===== src/rtl/counter_cascade.sv =====
// counter_cascade
// ---------------------------------------------------------------------------
// Multi-digit modulo counter: DIGITS cascaded digits, each NBITS wide, each
// counting 0..MAXIMUM_VALUE. The counter counts up or down and has a
// synchronous clear, a clamped parallel load, and either wraps or stops at
// the terminal count. It provides per-digit and global terminal-count flags.
//
// Optional feature (macro COUNTER_CASCADE_SNAPSHOT_EN): adds a snapshot
// register that captures the pre-edge count when snapshot_i is high.
//
// Ports
//   clk_i             system clock, rising edge
//   rst_ni            asynchronous active-low reset
//   snapshot_i        (macro only) capture the current count
//   snapshot_value_o  (macro only) last captured count
//   enable_i          count enable for the least-significant digit
//   up_down_i         1 = count up, 0 = count down
//   clear_i           synchronous clear; highest priority
//   load_i            synchronous parallel load
//   load_value_i      load data; digit 0 in the LSBs
//   counter_o         current count; digit 0 in the LSBs
//   digit_carry_o     per-digit terminal flag (combinational)
//   carry_o           AND of all digit_carry_o bits (combinational)
//   overflow_o        registered one-cycle pulse after a wrap
// ---------------------------------------------------------------------------
module counter_cascade #(
    parameter int unsigned NBITS         = 4,
    parameter int unsigned MAXIMUM_VALUE = 9,
    parameter int unsigned DIGITS        = 2,
    parameter bit          STOP_AT_END   = 1'b0
) (
    input  logic                    clk_i,
    input  logic                    rst_ni,
`ifdef COUNTER_CASCADE_SNAPSHOT_EN
    input  logic                    snapshot_i,
    output logic [DIGITS*NBITS-1:0] snapshot_value_o,
`endif
    input  logic                    enable_i,
    input  logic                    up_down_i,
    input  logic                    clear_i,
    input  logic                    load_i,
    input  logic [DIGITS*NBITS-1:0] load_value_i,
    output logic [DIGITS*NBITS-1:0] counter_o,
    output logic [DIGITS-1:0]       digit_carry_o,
    output logic                    carry_o,
    output logic                    overflow_o
);

    localparam logic [NBITS-1:0] MaxVal = NBITS'(MAXIMUM_VALUE);

    logic [DIGITS-1:0][NBITS-1:0] cnt_q, cnt_d;
    logic                         ovf_q, ovf_d;
    logic [NBITS-1:0]             ld_slice;
    logic                         step;

    // Terminal flags depend only on the current count and direction so that
    // an external cascade sees a direction change in the same cycle.
    always_comb begin
        digit_carry_o = '0;
        for (int i = 0; i < int'(DIGITS); i++) begin
            digit_carry_o[i] = up_down_i ? (cnt_q[i] == MaxVal) : (cnt_q[i] == '0);
        end
    end

    assign carry_o = &digit_carry_o;

    always_comb begin
        cnt_d    = cnt_q;
        ovf_d    = 1'b0;
        ld_slice = '0;
        step     = 1'b1;
        if (clear_i) begin
            cnt_d = '0;
        end else if (load_i) begin
            for (int i = 0; i < int'(DIGITS); i++) begin
                ld_slice = load_value_i[i*NBITS +: NBITS];
                cnt_d[i] = (ld_slice > MaxVal) ? MaxVal : ld_slice;
            end
        end else if (enable_i && !(carry_o && STOP_AT_END)) begin
            // Ripple enable within a single edge: digit i steps only when
            // every lower digit is at its terminal value.
            for (int i = 0; i < int'(DIGITS); i++) begin
                if (step) begin
                    if (up_down_i) begin
                        cnt_d[i] = (cnt_q[i] == MaxVal) ? '0 : cnt_q[i] + NBITS'(1);
                    end else begin
                        cnt_d[i] = (cnt_q[i] == '0) ? MaxVal : cnt_q[i] - NBITS'(1);
                    end
                end
                step = step & digit_carry_o[i];
            end
            // Every digit was terminal, so this edge is a full wrap.
            ovf_d = carry_o;
        end
    end

    always_ff @(posedge clk_i or negedge rst_ni) begin
        if (!rst_ni) begin
            cnt_q <= '0;
            ovf_q <= 1'b0;
        end else begin
            cnt_q <= cnt_d;
            ovf_q <= ovf_d;
        end
    end

    assign counter_o  = cnt_q;
    assign overflow_o = ovf_q;

`ifdef COUNTER_CASCADE_SNAPSHOT_EN
    logic [DIGITS*NBITS-1:0] snap_q;

    // Captures the pre-edge count, so a coincident clear does not affect it.
    always_ff @(posedge clk_i or negedge rst_ni) begin
        if (!rst_ni) begin
            snap_q <= '0;
        end else if (snapshot_i) begin
            snap_q <= cnt_q;
        end
    end

    assign snapshot_value_o = snap_q;
`endif

endmodule


===== config.mk =====
export PLATFORM = sky130hd
export DESIGN_NAME = counter_cascade
export DESIGN_NICKNAME = d
export VERILOG_FILES = /design/src/rtl/counter_cascade.sv
export SDC_FILE = /design/constraint.sdc
export NUM_CORES = 1
export LEC_CHECK = 0
export ABC_AREA = 1
export ABC_CLOCK_PERIOD_IN_PS = 1800
export CAP_MARGIN = 10
export CORE_MARGIN = 1.5
export CORE_UTILIZATION = 44
export DETAILED_ROUTE_END_ITERATION = 6
export PLACE_DENSITY = 0.75
export SLEW_MARGIN = 20
export SYNTH_ARGS = -nofsm -noshare
export SYNTH_HDL_FRONTEND = slang
export SYNTH_SLANG_ARGS = --single-unit

===== constraint.sdc =====
create_clock -name clk_i -period 1.8 [get_ports clk_i]
set_input_delay 0.54 -clock clk_i [delete_from_list [all_inputs] [get_ports clk_i]]
set_output_delay 0.54 -clock clk_i [all_outputs]
set_load 0.01 [all_outputs]

==> flow_metrics.py <==
metrics = {
    "detailed_routing": {
        "routed_wl_um": 3870,
        "via_per_inst": 5.58,
        "drt_pass1_iterations": 4,
        "avgRoutedWirePerCell_um": 16.1,
        "detail_route.iter0.violations": 55,
        "drc_errors": 0,
        "antenna_left": 0,
        "dr_total_vias": 1345,
    },
    "setup_path": {
        "critical_path.top_delay_family": "flip-flops",
        "crit_slowest_cell": "dfrtp_1",
        "required_ns": 1.26,
        "crit_type": "reg -> out",
        "crit_path_end_kind": "output pin",
        "worstPathArrival_ns": 1.41,
        "crit_buf_inv": 3,
        "cpPeakStageDelay_ns": 0.45,
        "critPathMaxFanout": 4,
        "cpMostUsedCell": "nand2_2",
        "path_cells": "nor2_1 > nand2_2 > nand2_2 > nand2_2 > inv_2 > nand2_2 > inv_1 > buf_2",
        "start_kind": "flop",
    },
    "placed_design": {
        "port_buffers": 25,
        "routabilityCongestion": 0.871,
        "dpl.hpwl_um": 2130,
        "place_inst": 221,
        "place_ws_ns": -0.864,
    },
    "die": {
        "dieArea_um2": 2240,
        "die_h_um": 47.3,
        "fp.coreArea_um2": 1780,
        "start_util_pct": 48.5,
        "die_x_um": 47.3,
        "num_rows": 15,
        "top_level_ports": 26,
    },
    "logic_synthesis": {
        "yosys_warnings": 0,
        "synthesis.area_um2": 865,
        "ys_types": 22,
        "synth_top_area_share_pct": 26.0,
        "yosysTopAreaCell": "dfrtp_1",
        "avgSynthCellArea_um2": 6.13,
        "yosys-top-cells-area": "dfrtp_1, nand2_1, nand3_1",
        "synth_fp_nets": 159,
        "yosysSeqAreaShare_pct": 26.0,
        "ys_ff_latch": 9,
        "syn_inst": 141,
    },
    "pwr": {
        "power.density_nw_per_um2": 644,
        "irDropWorstVdd_mv": 0.532,
        "leakage_nw": 0.863,
        "power_mw": 1.02,
    },
    "timing": {
        "hold_violations": 0,
        "worst_slack_ns": -0.146,
        "rsz0062_at_grt": "true",
        "setup_viol": 3,
        "fin_skew_ns": 0.0157,
        "min_period_ns": 1.95,
        "worst_pin_slew_ns": 0.419,
        "period_share_pct": 108,
        "drv_slew": 0,
        "whs_ns": 0.560,
        "fmax_ghz": 0.514,
        "slew-limit-headroom_pct": 72.0,
    },
    "grt": {
        "grt_max_degree": 11,
        "grt_pass1_vias": 1110,
        "antenna_found_initial": 0,
        "overflow": 0,
        "grt_pass1_wl_um": 4480,
        "grt_use_total_pct": 29.0,
    },
    "clock_network": {
        "ctsHtreeMaxLevel": 1,
        "cts_sinks": 9,
        "root_buffer": "clkbuf_4",
        "cts_buffers": 3,
        "cts_tree": "built",
        "clockBufferDepth": 2,
        "ctsHoldBuffers": 0,
        "insertion_delay_ns": 0.27,
        "clk_pin_slew_ns": 0.08,
    },
    "run_status": {
        "violations": "setup timing",
        "status": "complete, but fails checks",
    },
    "flow_run": {
        "drv_cap": 0,
    },
    "layout": {
        "fin_cells": 241,
        "final_net_count": 235,
        "fillerInstances": 96,
        "syn2layout_area_growth_pct": 84.1,
        "insertedDiodeCount": 0,
        "fin_util_pct": 89.3,
        "drive_above_1_share_pct": 40.7,
    },
    "min_path": {
        "hold_path.class": "in -> async",
    },
}
## cell type report
cell class,count,area [µm²],share of cell area (%)
multi-input combinational,110,624,39.2
timing repair buffer,73,607,38.1
sequential,9,228,14.3
inverter,20,75.1,4.72
tap,25,31.3,1.97
clock buffer,4,26.3,1.65
## path summary, 6_finish.rpt
path / depth (start not counted) / from / slack (ns) / to
worst min register to register: 3 / counter_o[3] / 0.73 / counter_o[3]
min in group clk_i: 3 / counter_o[3] / 0.73 / counter_o[3]
worst max-delay path: 8 / counter_o[6] / -0.15 / carry_o
worst min-delay path: 1 / rst_ni / 0.56 / counter_o[6]
max in group asynchronous: 1 / rst_ni / 0.90 / counter_o[0]
worst max register to register: 11 / counter_o[1] / 0.10 / counter_o[7]
## routing by layer
layer  wire (µm)  track usage, %  up-vias
met4         333            13.9        0
li1            -               -      603
met1        1360            32.8      610
met3         299            3.08       42
met5           0               0        -
met2        1870            53.2       90
## cells in the mapped netlist
cell type / count
nand2_1: 54
nor2_2: 4
nand3_1: 13
ha_1: 4
o21ai_0: 5
o22ai_1: 1
inv_2: 4
nand4_4: 1
a31oi_1: 1
nor2_4: 1
nor2_1: 9
nand3_2: 2
nor3_2: 1
inv_1: 16
o21ai_1: 2
nor3_1: 1
nand4_1: 3
or2_2: 1
a21oi_1: 5
nand2_2: 2
dfrtp_1: 9
buf_2: 2
## cell families after synthesis
kind of cell    count (synthesis)  share of synthesized area [%]
compound gates                 14                           8.39
buf+inv                        22                           9.84
fa+ha+maj                       4                           5.79
simple gates                   92                           49.9
flops                           9                           26.0
## flip-flops by register name, indices dropped and copies added, names as in the netlist
signal / cells
counter_o: 8
overflow_o: 1
## where the power goes
part,switching [mW],internal (mW)
Sequential,0.0324,0.225
Combinational,0.301,0.299
Clock,0.0815,0.0857
## placed cells by master (no fill, tap or decap), types with 2 or more instances in the layout
cell / netlist / layout
clkdlybuf4s15_1: 0 / 2
buf_6: 0 / 5
nor2_4: 1 / 3
o21ai_0: 5 / 5
nand3_1: 13 / 13
clkbuf_4: 0 / 3
ha_4: 0 / 2
inv_2: 4 / 8
dfrtp_2: 0 / 2
o21ai_1: 2 / 2
nand4_1: 3 / 3
ha_1: 4 / 2
buf_4: 0 / 45
inv_1: 16 / 12
nor2_2: 4 / 4
clkdlybuf4s50_1: 0 / 13
dlygate4sd2_1: 0 / 6
a21oi_1: 5 / 5
nor2_1: 9 / 7
nand2_2: 2 / 8
buf_2: 2 / 2
dfrtp_1: 9 / 7
nand2_1: 54 / 47
## through the flow
| stage | instance area (µm²) | TNS (ns) |
|---|---|---|
| 2_1_floorplan | 865 | 0 |
| 3_3_place_gp | 1380 | -2.62 |
| 3_5_place_dp | 1380 | -3.24 |
| 4_1_cts | 1500 | -0.237 |
| 5_1_grt | 1590 | -0.457 |
| 6_report | 1590 | -0.333 |
## what timing repair did
item,4_1_cts,5_1_grt
setup buffers,10,6
gates resized for setup,39,15
setup endpoints to repair,11,4
pin swaps,8,7
(Power assumes the default switching activity.)
